<file path="src/rtl/mem_ctrl_pkg.sv">
// Shared definitions for the byte-serial memory controller: transfer
// lengths, controller state and owner encodings, and the default address width.
package mem_ctrl_pkg;

  localparam int unsigned DEFAULT_ADDR_W = 32;

  // mem_len encodings; 2'b10 is also treated as a word.
  localparam logic [1:0] LEN_B = 2'b00;
  localparam logic [1:0] LEN_H = 2'b01;
  localparam logic [1:0] LEN_W = 2'b11;

  typedef enum logic [1:0] {
    MC_IDLE = 2'd0,
    MC_RD   = 2'd1,
    MC_WR   = 2'd2
  } mc_state_e;

  typedef enum logic {
    OWN_IF  = 1'b0,
    OWN_MEM = 1'b1
  } owner_e;

  // Number of bytes moved for a given mem_len encoding.
  function automatic logic [2:0] len_bytes(input logic [1:0] len);
    case (len)
      LEN_B:   return 3'd1;
      LEN_H:   return 3'd2;
      default: return 3'd4;
    endcase
  endfunction

endpackage

</file>
<file path="src/rtl/mem_ctrl_if.sv">
// Pipeline-side handshake bundle of the memory controller: fetch port,
// data port and the per-port stall requests.
interface mem_ctrl_if
  import mem_ctrl_pkg::*;
#(
  parameter int unsigned ADDR_W = DEFAULT_ADDR_W
) ();

  logic              if_req;
  logic [ADDR_W-1:0] if_addr;
  logic              if_flush;
  logic [31:0]       if_data;
  logic              if_done;

  logic              mem_req;
  logic              mem_we;
  logic [1:0]        mem_len;
  logic [ADDR_W-1:0] mem_addr;
  logic [31:0]       mem_wdata;
  logic [31:0]       mem_rdata;
  logic              mem_done;

  logic              if_stall;
  logic              mem_stall;

  // Pipeline side.
  modport master (
    output if_req, if_addr, if_flush, mem_req, mem_we, mem_len, mem_addr, mem_wdata,
    input  if_data, if_done, mem_rdata, mem_done, if_stall, mem_stall
  );

  // Controller side.
  modport slave (
    input  if_req, if_addr, if_flush, mem_req, mem_we, mem_len, mem_addr, mem_wdata,
    output if_data, if_done, mem_rdata, mem_done, if_stall, mem_stall
  );

endinterface

</file>
<file path="src/rtl/mem_ctrl.sv">
// Byte-serial memory controller: arbitrates fetches and data accesses onto an
// 8-bit synchronous RAM port, one byte per cycle, little-endian.
module mem_ctrl
  import mem_ctrl_pkg::*;
#(
  parameter int unsigned ADDR_W = DEFAULT_ADDR_W
) (
  input  logic              clk,
  input  logic              rst,
  input  logic              rdy,
  mem_ctrl_if.slave         bus,
  input  logic [7:0]        ram_din,
  output logic [7:0]        ram_dout,
  output logic [ADDR_W-1:0] ram_a,
  output logic              ram_wr
);

  mc_state_e         state_q, state_d;
  owner_e            owner_q, owner_d;
  logic [ADDR_W-1:0] base_q, base_d;
  logic [ADDR_W-1:0] ram_a_q, ram_a_d;
  logic [2:0]        cnt_q, cnt_d;
  logic [2:0]        num_q, num_d;
  logic [31:0]       wdata_q, wdata_d;
  logic [31:0]       rbuf_q, rbuf_d;
  logic [31:0]       if_data_q, if_data_d;
  logic [31:0]       mem_rdata_q, mem_rdata_d;
  logic              if_done_q, if_done_d;
  logic              mem_done_q, mem_done_d;
  logic              ram_wr_q, ram_wr_d;
  logic [7:0]        ram_dout_q, ram_dout_d;

  logic [2:0]        cnt_inc;
  logic [1:0]        rd_lane;
  logic [1:0]        wr_lane;
  logic [ADDR_W-1:0] next_a;

  // cnt_q is the index of the current busy cycle; a read captures the byte
  // addressed one cycle earlier, so its lane lags the address by one.
  assign cnt_inc = cnt_q + 3'd1;
  assign rd_lane = 2'(cnt_q - 3'd1);
  assign wr_lane = cnt_inc[1:0];
  assign next_a  = base_q + ADDR_W'(cnt_inc);

  // Next-state, sequencing and result assembly.
  always_comb begin
    state_d     = state_q;
    owner_d     = owner_q;
    base_d      = base_q;
    ram_a_d     = ram_a_q;
    cnt_d       = cnt_q;
    num_d       = num_q;
    wdata_d     = wdata_q;
    rbuf_d      = rbuf_q;
    if_data_d   = if_data_q;
    mem_rdata_d = mem_rdata_q;
    if_done_d   = 1'b0;
    mem_done_d  = 1'b0;
    ram_wr_d    = ram_wr_q;
    ram_dout_d  = ram_dout_q;

    unique case (state_q)
      MC_IDLE: begin
        // MEM wins over IF; a port is deaf in the cycle its own done is high.
        if (bus.mem_req && !mem_done_q) begin
          owner_d = OWN_MEM;
          base_d  = bus.mem_addr;
          ram_a_d = bus.mem_addr;
          cnt_d   = 3'd0;
          num_d   = len_bytes(bus.mem_len);
          rbuf_d  = '0;
          if (bus.mem_we) begin
            state_d    = MC_WR;
            wdata_d    = bus.mem_wdata;
            ram_dout_d = bus.mem_wdata[7:0];
            ram_wr_d   = 1'b1;
          end else begin
            state_d = MC_RD;
          end
        end else if (bus.if_req && !if_done_q && !bus.if_flush) begin
          state_d = MC_RD;
          owner_d = OWN_IF;
          base_d  = bus.if_addr;
          ram_a_d = bus.if_addr;
          cnt_d   = 3'd0;
          num_d   = 3'd4;
          rbuf_d  = '0;
        end
      end

      MC_RD: begin
        if (owner_q == OWN_IF && bus.if_flush) begin
          state_d = MC_IDLE;
        end else begin
          cnt_d = cnt_inc;
          if (cnt_q != 3'd0) begin
            rbuf_d[{rd_lane, 3'b000} +: 8] = ram_din;
          end
          if (cnt_inc < num_q) begin
            ram_a_d = next_a;
          end
          if (cnt_q == num_q) begin
            state_d = MC_IDLE;
            if (owner_q == OWN_IF) begin
              if_done_d = 1'b1;
              if_data_d = rbuf_d;
            end else begin
              mem_done_d  = 1'b1;
              mem_rdata_d = rbuf_d;
            end
          end
        end
      end

      MC_WR: begin
        if (cnt_inc == num_q) begin
          state_d    = MC_IDLE;
          ram_wr_d   = 1'b0;
          ram_dout_d = 8'h00;
          mem_done_d = 1'b1;
        end else begin
          cnt_d      = cnt_inc;
          ram_a_d    = next_a;
          ram_dout_d = wdata_q[{wr_lane, 3'b000} +: 8];
        end
      end

      default: state_d = MC_IDLE;
    endcase
  end

  // State register; everything freezes while rdy is low.
  always_ff @(posedge clk) begin
    if (rst) begin
      state_q     <= MC_IDLE;
      owner_q     <= OWN_IF;
      base_q      <= '0;
      ram_a_q     <= '0;
      cnt_q       <= 3'd0;
      num_q       <= 3'd0;
      wdata_q     <= '0;
      rbuf_q      <= '0;
      if_data_q   <= '0;
      mem_rdata_q <= '0;
      if_done_q   <= 1'b0;
      mem_done_q  <= 1'b0;
      ram_wr_q    <= 1'b0;
      ram_dout_q  <= 8'h00;
    end else if (rdy) begin
      state_q     <= state_d;
      owner_q     <= owner_d;
      base_q      <= base_d;
      ram_a_q     <= ram_a_d;
      cnt_q       <= cnt_d;
      num_q       <= num_d;
      wdata_q     <= wdata_d;
      rbuf_q      <= rbuf_d;
      if_data_q   <= if_data_d;
      mem_rdata_q <= mem_rdata_d;
      if_done_q   <= if_done_d;
      mem_done_q  <= mem_done_d;
      ram_wr_q    <= ram_wr_d;
      ram_dout_q  <= ram_dout_d;
    end
  end

  // Outputs; the write strobe is also cut by reset so an abort is immediate.
  always_comb begin
    ram_a         = ram_a_q;
    ram_dout      = ram_dout_q;
    ram_wr        = ram_wr_q & rdy & ~rst;
    bus.if_data   = if_data_q;
    bus.if_done   = if_done_q;
    bus.mem_rdata = mem_rdata_q;
    bus.mem_done  = mem_done_q;
    bus.if_stall  = bus.if_req & ~if_done_q;
    bus.mem_stall = bus.mem_req & ~mem_done_q;
  end

endmodule

</file>
<file path="src/flat_wrapper.sv">
// flat-port wrapper written by rule: the top's interface ports become plain ports
module mem_ctrl_flat import mem_ctrl_pkg::*;
#(
  parameter int unsigned ADDR_W = DEFAULT_ADDR_W
)
  (clk, rst, rdy, ram_din, ram_dout, ram_a, ram_wr, bus_if_req, bus_if_addr, bus_if_flush, bus_mem_req, bus_mem_we, bus_mem_len, bus_mem_addr, bus_mem_wdata, bus_if_data, bus_if_done, bus_mem_rdata, bus_mem_done, bus_if_stall, bus_mem_stall);
  mem_ctrl_if #(.ADDR_W(ADDR_W)) bus_i ();
  input  logic clk;
  input  logic rst;
  input  logic rdy;
  input  logic [7:0] ram_din;
  output logic [7:0] ram_dout;
  output logic [ADDR_W-1:0] ram_a;
  output logic ram_wr;
  input wire logic [$bits(bus_i.if_req)-1:0] bus_if_req;
  input wire logic [$bits(bus_i.if_addr)-1:0] bus_if_addr;
  input wire logic [$bits(bus_i.if_flush)-1:0] bus_if_flush;
  input wire logic [$bits(bus_i.mem_req)-1:0] bus_mem_req;
  input wire logic [$bits(bus_i.mem_we)-1:0] bus_mem_we;
  input wire logic [$bits(bus_i.mem_len)-1:0] bus_mem_len;
  input wire logic [$bits(bus_i.mem_addr)-1:0] bus_mem_addr;
  input wire logic [$bits(bus_i.mem_wdata)-1:0] bus_mem_wdata;
  output wire logic [$bits(bus_i.if_data)-1:0] bus_if_data;
  output wire logic [$bits(bus_i.if_done)-1:0] bus_if_done;
  output wire logic [$bits(bus_i.mem_rdata)-1:0] bus_mem_rdata;
  output wire logic [$bits(bus_i.mem_done)-1:0] bus_mem_done;
  output wire logic [$bits(bus_i.if_stall)-1:0] bus_if_stall;
  output wire logic [$bits(bus_i.mem_stall)-1:0] bus_mem_stall;
  assign bus_i.if_req = bus_if_req;
  assign bus_i.if_addr = bus_if_addr;
  assign bus_i.if_flush = bus_if_flush;
  assign bus_i.mem_req = bus_mem_req;
  assign bus_i.mem_we = bus_mem_we;
  assign bus_i.mem_len = bus_mem_len;
  assign bus_i.mem_addr = bus_mem_addr;
  assign bus_i.mem_wdata = bus_mem_wdata;
  assign bus_if_data = bus_i.if_data;
  assign bus_if_done = bus_i.if_done;
  assign bus_mem_rdata = bus_i.mem_rdata;
  assign bus_mem_done = bus_i.mem_done;
  assign bus_if_stall = bus_i.if_stall;
  assign bus_mem_stall = bus_i.mem_stall;
  mem_ctrl #(.ADDR_W(ADDR_W)) u_core (.clk(clk), .rst(rst), .rdy(rdy), .bus(bus_i), .ram_din(ram_din), .ram_dout(ram_dout), .ram_a(ram_a), .ram_wr(ram_wr));
endmodule
</file>
<file path="config.mk">
export PLATFORM = sky130hd
export DESIGN_NAME = mem_ctrl_flat
export DESIGN_NICKNAME = d
export VERILOG_FILES = /design/src/rtl/mem_ctrl_pkg.sv /design/src/rtl/mem_ctrl_if.sv /design/src/rtl/mem_ctrl.sv /design/src/flat_wrapper.sv
export SDC_FILE = /design/constraint.sdc
export NUM_CORES = 1
export LEC_CHECK = 0
export ABC_AREA = 1
export CAP_MARGIN = 25
export CORE_MARGIN = 5
export CORE_UTILIZATION = 51
export DETAILED_ROUTE_END_ITERATION = 10
export PLACE_DENSITY = 0.82
export SETUP_SLACK_MARGIN = 0.1
export SLEW_MARGIN = 20
export SYNTH_ARGS = -nofsm -noshare
export SYNTH_HDL_FRONTEND = slang
export SYNTH_SLANG_ARGS = --single-unit
</file>
<file path="constraint.sdc">
create_clock -name clk -period 3.6 [get_ports clk]
set_input_delay 0.72 -clock clk [delete_from_list [all_inputs] [get_ports clk]]
set_output_delay 0.72 -clock clk [all_outputs]
set_load 0.02 [all_outputs]
</file>
# Yosys cells after proc, flatten, opt, wreduce, memory -nomap -nowiden
# Cells that the tools add are included.
# W data, S select, Z words.
# totals
ff_bits,212
out_inout_bits,109
wordCells,114
# op_classes
addsub,4
n_lt_le_gt_ge,1
n_eq_ne,13
shift,3
mux,46
bitwise,9
reduce_logical,24
# ops
cell,count
$mux W32,9
$pmux W32 S3,1
$pmux W32 S2,1
$add A32 B3 Y32,1
$bwmux W32,1
$shift A8 B7 Y32 const A,1
$shiftx A32 B6 Y8,1
$shiftx A8 B7 Y32,1
$mux W8,3
$reduce_and A5 Y1,4
$mux W3,6
$pmux W8 S2,1
$reduce_and A4 Y1,4
$mux W1,13
$mux W2,6
$pmux W3 S3,1
$neg A5 Y7,1
$eq A3 B3 Y1,2
$ne A2 B1 Y1 const B,3
$ne A2 B2 Y1 const B,3
$ne A3 B1 Y1 const B,2
$pmux W2 S3,1
$pmux W3 S2,1
$reduce_and A6 Y1,1
14 further kinds,32

# Logic depth before layout (Yosys ltp)
# Gate-level depths: netlist of the first run.
# logic_depth
depth_word,7
depth_mapped,15

# Least setup slack after synthesis of the first run
# Ideal clock, no wire load.
# synth_path
kind,reg2reg
start,register u_core.cnt_q[0]
end,"register u_core.ram_a_q[20], in the netlist u_core.ram_a[20]"
setup_time_ns,0.070
t_arrival_ns,2.529
path_slack_ns,1.001
path_stages_with_launch,15
period_less_slack_ns,2.599
path_cell_list,dfxtp_1 -> inv_1 -> buf_1 -> ha_1 -> inv_1 -> fa_1 -> inv_1 -> nand2_1 -> nand2_1 -> nand2_1 -> nor2_1 -> nand2_1 -> xor2_1 -> nand2_1 -> a21oi_1
# synth_via
elab_chain_len,5
elab_cells_between_ends,11
classes_between,add/sub (2); order compare (1); eq/ne (3); mux (4); reduce/logical (1)
# synth_rtl
element,line_no,rtl
"start, declared",mem_ctrl.sv:22,"logic [2:0] cnt_q, cnt_d;"
"start signal, assigned",mem_ctrl.sv:154,cnt_q <= cnt_d;
$add A3 B1 Y3 (*),mem_ctrl.sv:40,assign cnt_inc = cnt_q + 3'd1;
$add A32 B3 Y32,mem_ctrl.sv:43,assign next_a = base_q + ADDR_W'(cnt_inc);
$mux W32,mem_ctrl.sv:99,if (cnt_inc < num_q) begin
$mux W32,mem_ctrl.sv:92,if (owner_q == OWN_IF && bus.if_flush) begin
$pmux W32 S3,mem_ctrl.sv:62,unique case (state_q)
"end signal, assigned",mem_ctrl.sv:153,ram_a_q <= ram_a_d;
"end, declared",mem_ctrl.sv:21,"logic [ADDR_W-1:0] ram_a_q, ram_a_d;"
# Mark *: on every way between the ends. The rest lies on a longest branch, timed or not. The select of a mux whose other input is x is not followed.
# A chain may end at the register's enable or synchronous reset.

# Worst setup path after layout of the first run
# layout_path
start,input rdy
end,output ram_wr
# layout_via
elab_chain_len,2
# layout_rtl
element,line_no,rtl
"start, declared",flat_wrapper.sv:10,input logic rdy;
$and A1 B1 Y1 (2 in series),mem_ctrl.sv:171,ram_wr = ram_wr_q & rdy & ~rst;
"end, declared",flat_wrapper.sv:14,output logic ram_wr;
# No other way between the ends.

==> metrics.md, run 1 <==
| Metric | Value |
|---|---|
| CP max stage cell | `clkdlybuf4s50_1` |
| Initial antenna violation count | `0` |
| Clock power share | `0.366` |
| Setup TNS | `0 ns` |
| Final hold vios | `0` |
| Syn avg cell area | `6.80 sq um` |
| Hold EP | `u_core.bus.if_data[28]` |
| H-tree Lvls | `1` |
| Die width | `152 um` |
| WP data arrival | `2.38 ns` |
| Rows | `52` |
| R2R Setup Slk | `0.65 ns` |
| Logic pwr share | `0.239` |
| Maximum vdd drop | `303 uV` |
| Number of global-route vias before repair | `10264` |
| Final setup viols | `0` |
| CP max FO | `6` |
| Top FF cell, synth | `dfxtp_1` |
| Port bufs | `221` |
| CTS resizes | `0` |
| HPWL after DPL | `22.5 mm` |
| EDFF count, synth | `0` |
| Iteration-0 DRC Markers | `806` |
| Top cell type's share of synthesized area | `0.411` |
| Vias post-DR | `10829` |
| P per Cell Area | `496 nW/um^2` |
| Inserted Diodes | `0` |
| Mapped Cells | `1519` |
| Crit-path max cell delay | `0.67 ns` |
| Area of the multi-input gates | `5260 sq um` |
| Number of max-cap violations | `0` |
| Syn Nets | `1649` |
| Worst Setup Start Kind | `primary input` |
| Most frequent cells after synthesis | `292 x nand2_1, 247 x nor2_1, 212 x dfxtp_1` |
| Total core area | `20100 sq um` |
| Synth cell types | `38` |
| Largest net degree at the start of global routing | `71` |
| Total wire length | `32.5 mm` |
| Sw Share | `0.318` |
| Max Slew Vio Count | `0` |
| RSZ-0062 raised after global routing | `no` |
| Ys Warns | `0` |
| Clock sink total | `212` |
| Die area | `23200 sq um` |
| Crit Path Category | `primary input to primary output` |
| Sw power | `0.00213 W` |
| Post-route ant nets | `0` |
| P_int | `0.00456 W` |
| Synth area leader | `dfxtp_1` |
| Sequential share of the synthesized area | `0.411` |
| Clock skew | `0.0141 ns` |
| Leak | `5.36 nW` |
| Tmin final | `3.10 ns` |
| Worst Hold Depth | `2` |
| Final period util | `0.860` |
| Clock Tree Buf Depth | `3` |
| Outcome | `complete, no violations` |
| Hold Startpoint | `u_core.bus.if_data[28]` |
| FF-to-FF End | `u_core.ram_a[20]` |
| CTS root buf | `clkbuf_16` |
| Count leader, synth | `nand2_1` |
| Worst setup EP type | `primary output` |
| R2r startpoint | `u_core.cnt_q[0]` |
| Height of the chip | `152 um` |
| Cell Chain, Critical Path | `clkdlybuf4s50_1, inv_2, nor3_1, clkdlybuf4s50_1` |
| Post-DR wirelength/cell | `16.4 um` |
| Vias per cell | `5.46` |
| Fmax | `323 MHz` |
| Hold_ws | `0.441 ns` |
| Worst-path clk slew | `0.06 ns` |
| Reg area | `4240 sq um` |
| Slew headroom | `0.342` |
| Drt drc | `0` |
| Worst hold path class | `flop to flop` |
| Pwr Total | `0.00668 W` |
| Placed cells | `1941` |
| Starting Density | `0.514` |
| Synth area leaders | `dfxtp_1 41%, nand2_1 11%, o21ai_0 9.3%, nor2_1 9.0%, a21oi_1 7.8%` |
| Setup Buffers After CTS | `0` |
| FILL cells | `1712` |
| CTS tree | `yes` |
| Area Overhead vs Synth | `30.3%` |
| Worst-Skew Late Latency | `0.52 ns` |
| Layout cells sized above 1 | `0.0508` |
| GRT overflow | `0` |
| CP Data Required Time | `2.88 ns` |
| Async set-or-reset flop fraction in the synthesized netlist | `0` |
| First-pass GRT wire length | `52.0 mm` |
| Final std cells w/o fill | `1984` |
| Seq cells post-synth | `212` |
| Overall Global Routing Usage | `0.264` |
| Hold Buf Count CTS | `0` |
| Mapped Area | `10300 sq um` |
| R2R depth | `13` |
| Final nets | `1828` |
| Register share of total power | `0.395` |
| Total CTS buffers | `23` |
| IO Pins | `222` |
| Router iterations before antenna repair | `5` |
| GP Congestion | `0.912` |
| Most used cell, CP | `clkdlybuf4s50_1` |
| Least-Margin Pin Slew | `0.984 ns` |
worst max-delay path by stage:
stage	startpoint	slack, ns	endpoint
6_report	rdy	0.50	ram_wr
5_1_grt	rdy	0.44	ram_wr
4_1_cts	rdy	0.54	ram_wr
3_5_place_dp	rdy	0.57	ram_wr
3_3_place_gp	rdy	0.51	ram_wr
2_1_floorplan	u_core.cnt_q[0]	1.00	u_core.ram_a[20]
layer usage:
metal	global-route usage	wire, um	up-vias
met3	0.0474	2940	74
met2	0.442	15200	495
met4	0.0925	968	0
met1	0.344	13300	4910
li1	-	-	5350
met5	0	0	-
power groups by stage:
| stage | clock [W] | sequential, W | combinational, W |
|---|---|---|---|
| 3_5_place_dp | 0 | 0.00269 | 0.00157 |
| 6_report | 0.00245 | 0.00264 | 0.00159 |
| 2_1_floorplan | 0 | 0.00277 | 0.000871 |
| 5_1_grt | 0.00257 | 0.00266 | 0.00174 |
| 4_1_cts | 0.00246 | 0.00264 | 0.00158 |
| 3_3_place_gp | 0 | 0.00269 | 0.00154 |
cells by family after synthesis:
logic type | Yosys count | share of synthesized area
buf+inv | 208 | 0.0811
flops | 212 | 0.411
xor+xnor | 9 | 0.00763
compound gates | 376 | 0.189
fa+ha+maj | 17 | 0.0213
mux | 17 | 0.0165
simple gates | 680 | 0.274
registers in the layout, summed over array words and instances, names as in the netlist:
name,count
u_core.ram_a,32
u_core.bus.if_data,32
u_core.wdata_q,32
u_core.ram_wr_q,1
u_core.ram_dout,8
u_core.state_q,2
u_core.bus.mem_rdata,32
u_core.num_q,3
u_core.cnt_q,3
u_core.owner_q,1
u_core.bus.mem_done,1
u_core.base_q,32
u_core.rbuf_q,32
u_core.bus.if_done,1
critical path: cells and delay by family:
family,cells,cell delay (ns)
AND/OR/NAND/NOR,1,0.27
buffers and inverters,3,1.39
layout make-up:
type,count,area share
multi-input cells,1099,0.390
flip-flops and latches,212,0.315
repair buffers,241,0.178
clock buffers,30,0.0469
inverters,121,0.0338
well taps,270,0.0251
clock inverters,11,0.0106
placed cells by master (no fill, tap or decap), types with 3 or more instances in the layout:
master           Yosys  layout
nor3_1              10      10
clkbuf_1            48       4
inv_1              111     110
o21ai_0            191     191
nor2_4               3       3
ha_1                16      16
a21oi_1            161     161
nor2_1             247     247
bufinv_16            0       3
inv_2                8       8
buf_4                6      16
clkbuf_8             0       3
or2_2                4       4
clkdlybuf4s50_1      0     220
xnor2_1              3       3
o311ai_0             3       3
xor2_1               6       6
mux2i_1             17      17
clkinv_2             0       5
nand4_1             27      27
a211oi_1            13      13
nand2_1            292     292
clkbuf_16            0      23
dfxtp_1            212     212
nand3_1             87      86
per-stage QoR:
stage | cell area [sq um] | setup slack [ns] | util
final | 13500 | 0.504 | 0.670
after global routing | 13500 | 0.443 | 0.670
after CTS | 13400 | 0.545 | 0.668
after detailed placement | 12700 | 0.568 | 0.630
after global placement | 12700 | 0.506 | 0.630
after floorplan | 10300 | 1.00 | -
Power figures use the tool's default switching activity.
==> run 2, diff against run 1 <==
CAP_MARGIN = 5   (was 25)
==> metrics.md, run 2 (synthesized netlist as in run 1, its figures left out) <==
| Metric | Value |
|---|---|
| Outcome | `complete, no violations` |
| Tmin final | `3.09 ns (-0.00725 ns)` |
| H-tree Lvls | `1 (unchanged)` |
| Worst-path clk slew | `0.06 ns (about the same)` |
| Die width | `152 um (unchanged)` |
| M1 WL | `13.5 mm (+1.4%)` |
| Worst setup EP type | `primary output` |
| Leak | `5.34 nW (-0.28%)` |
| Hold EP | `u_core.bus.if_data[28]` |
| Commonest non-fill, non-tap cells in the layout | `292 x nand2_1, 247 x nor2_1, 220 x clkdlybuf4s50_1` |
| Fmax | `324 MHz (+0.23%)` |
| Height of the chip | `152 um (unchanged)` |
| Crit Path Category | `primary input to primary output` |
| Hold Buf Count CTS | `0 (unchanged)` |
| Total core area | `20100 sq um (unchanged)` |
| Setup Buffers After CTS | `0 (unchanged)` |
| Met3 Routed Length | `2.79 mm (-5.2%)` |
| Commonest non-fill, non-tap cell in the layout | `nand2_1` |
| Drt drc | `0 (unchanged)` |
| Layout cells sized above 1 | `0.0496 (-0.00111)` |
| Met2 WL | `15.1 mm (-0.72%)` |
| RSZ-0062 raised after global routing | `no` |
| R2r startpoint | `u_core.cnt_q[0]` |
| Number of max-cap violations | `0 (unchanged)` |
| R2R depth | `13 (unchanged)` |
| Final period util | `0.858 (-0.00201)` |
| Util after Layout | `0.668 (-0.00149)` |
| CTS resizes | `0 (unchanged)` |
| Clock skew | `0.0153 ns (+0.00123 ns)` |
| Max Slew Vio Count | `0 (unchanged)` |
| Starting Density | `0.514 (unchanged)` |
| Initial antenna violation count | `0 (unchanged)` |
| Final setup viols | `0 (unchanged)` |
| First-pass GRT wire length | `52.0 mm (unchanged)` |
| Number of global-route vias before repair | `10264 (unchanged)` |
| Die area | `23200 sq um (unchanged)` |
| Worst hold path class | `flop to flop` |
| Total wire length | `32.4 mm (-0.19%)` |
| Vias post-DR | `10867 (+0.35%)` |
| Clock sink total | `212 (unchanged)` |
| Worst-Skew Late Latency | `0.52 ns (about the same)` |
| GRT overflow | `0 (unchanged)` |
| CTS root buf | `clkbuf_16` |
| Worst Hold Depth | `2 (unchanged)` |
| Rows | `52 (unchanged)` |
| R2R Setup Slk | `0.65 ns (about the same)` |
| Vias per cell | `5.48 (+0.45%)` |
| Final hold vios | `0 (unchanged)` |
| CP max FO | `6 (unchanged)` |
| CP Data Required Time | `2.88 ns (about the same)` |
| Final nets | `1826 (-0.11%)` |
| GP Congestion | `0.912 (unchanged)` |
| Area Overhead vs Synth | `30.0%` |
| Least-Margin Pin Slew | `1.10 ns (+0.121 ns)` |
| HPWL after DPL | `22.5 mm (unchanged)` |
| Final Cell Area | `13400 sq um (-0.22%)` |
| CTS tree | `yes` |
| Inserted Diodes | `0 (unchanged)` |
| WP data arrival | `2.37 ns (about the same)` |
| Slew headroom | `0.263 (-0.0791)` |
| Maximum vdd drop | `301 uV (-0.66%)` |
| Placement-stage cell area | `12700 sq um (unchanged)` |
| Largest net degree at the start of global routing | `71 (unchanged)` |
| Post-DR wirelength/cell | `16.3 um (about the same)` |
| Post-route ant nets | `0 (unchanged)` |
| Hold Startpoint | `u_core.bus.if_data[28]` |
| FF-to-FF End | `u_core.ram_a[20]` |
| Port bufs | `221 (unchanged)` |
| Worst Setup Start Kind | `primary input` |
| Setup TNS | `0 ns (unchanged)` |
| Clock Tree Buf Depth | `3 (unchanged)` |
| Router iterations before antenna repair | `5 (unchanged)` |
| P per Cell Area | `497 nW/um^2 (+0.12%)` |
| FILL cells | `1716 (+0.23%)` |
| Total CTS buffers | `23 (unchanged)` |
| Overall Global Routing Usage | `0.264 (unchanged)` |
| Iteration-0 DRC Markers | `911 (+13%)` |
| IO Pins | `222 (unchanged)` |
| Top layer reached by signal wires | `met4` |
run 2: cell count changes in the layout (fill, tap and decap cells not counted):
cell   delta
buf_8     -2
run 2: power by group:
part / internal, W / switching, W / total, W / leakage (nW)
combinational: 0.000575 / 0.00101 / 0.00159 / 3.24
sequential: 0.00252 / 0.000124 / 0.00264 / 1.72
clock: 0.00146 / 0.000992 / 0.00245 / 0.377
run 2: through the flow:
stage / setup WS, ns / power (W) / cells / hold WS, ns
2_1_floorplan: 1.00 / 0.00365 / 1519 / 0.425
3_3_place_gp: 0.506 / 0.00422 / 1941 / 0.433
3_5_place_dp: 0.568 / 0.00425 / 1941 / 0.435
4_1_cts: 0.545 / 0.00668 / 1982 / 0.445
5_1_grt: 0.443 / 0.00696 / 1982 / 0.458
6_report: 0.511 / 0.00668 / 1982 / 0.441
run 2: worst max-delay path by stage:
stage	depth (start not counted)	slack, ns	from	to
floorplan	14	1.00	u_core.cnt_q[0]	u_core.ram_a[20]
global placement	4	0.51	rdy	ram_wr
detailed placement	4	0.57	rdy	ram_wr
CTS	4	0.54	rdy	ram_wr
global route	4	0.44	rdy	ram_wr
finish	4	0.51	rdy	ram_wr
run 2: cell type report:
cell class	count	area, sq um	share of cell area
clock buffer	30	632	0.0470
sequential	212	4240	0.316
timing repair buffer	239	2370	0.176
tap	270	338	0.0251
inverter	121	455	0.0339
multi-input combinational	1099	5260	0.391
clock inverter	11	143	0.0106
run 2: metal layers:
metal  global-route usage  up-vias
met1                0.344     4967
met5                    0        -
met2                0.442      479
met4               0.0925        0
met3               0.0474       75
li1                     -     5346
run 2: critical path, stage by stage:
cell and delay (ns):
clkdlybuf4s50_1 0.58, inv_2 0.13, nor3_1 0.27, clkdlybuf4s50_1 0.67
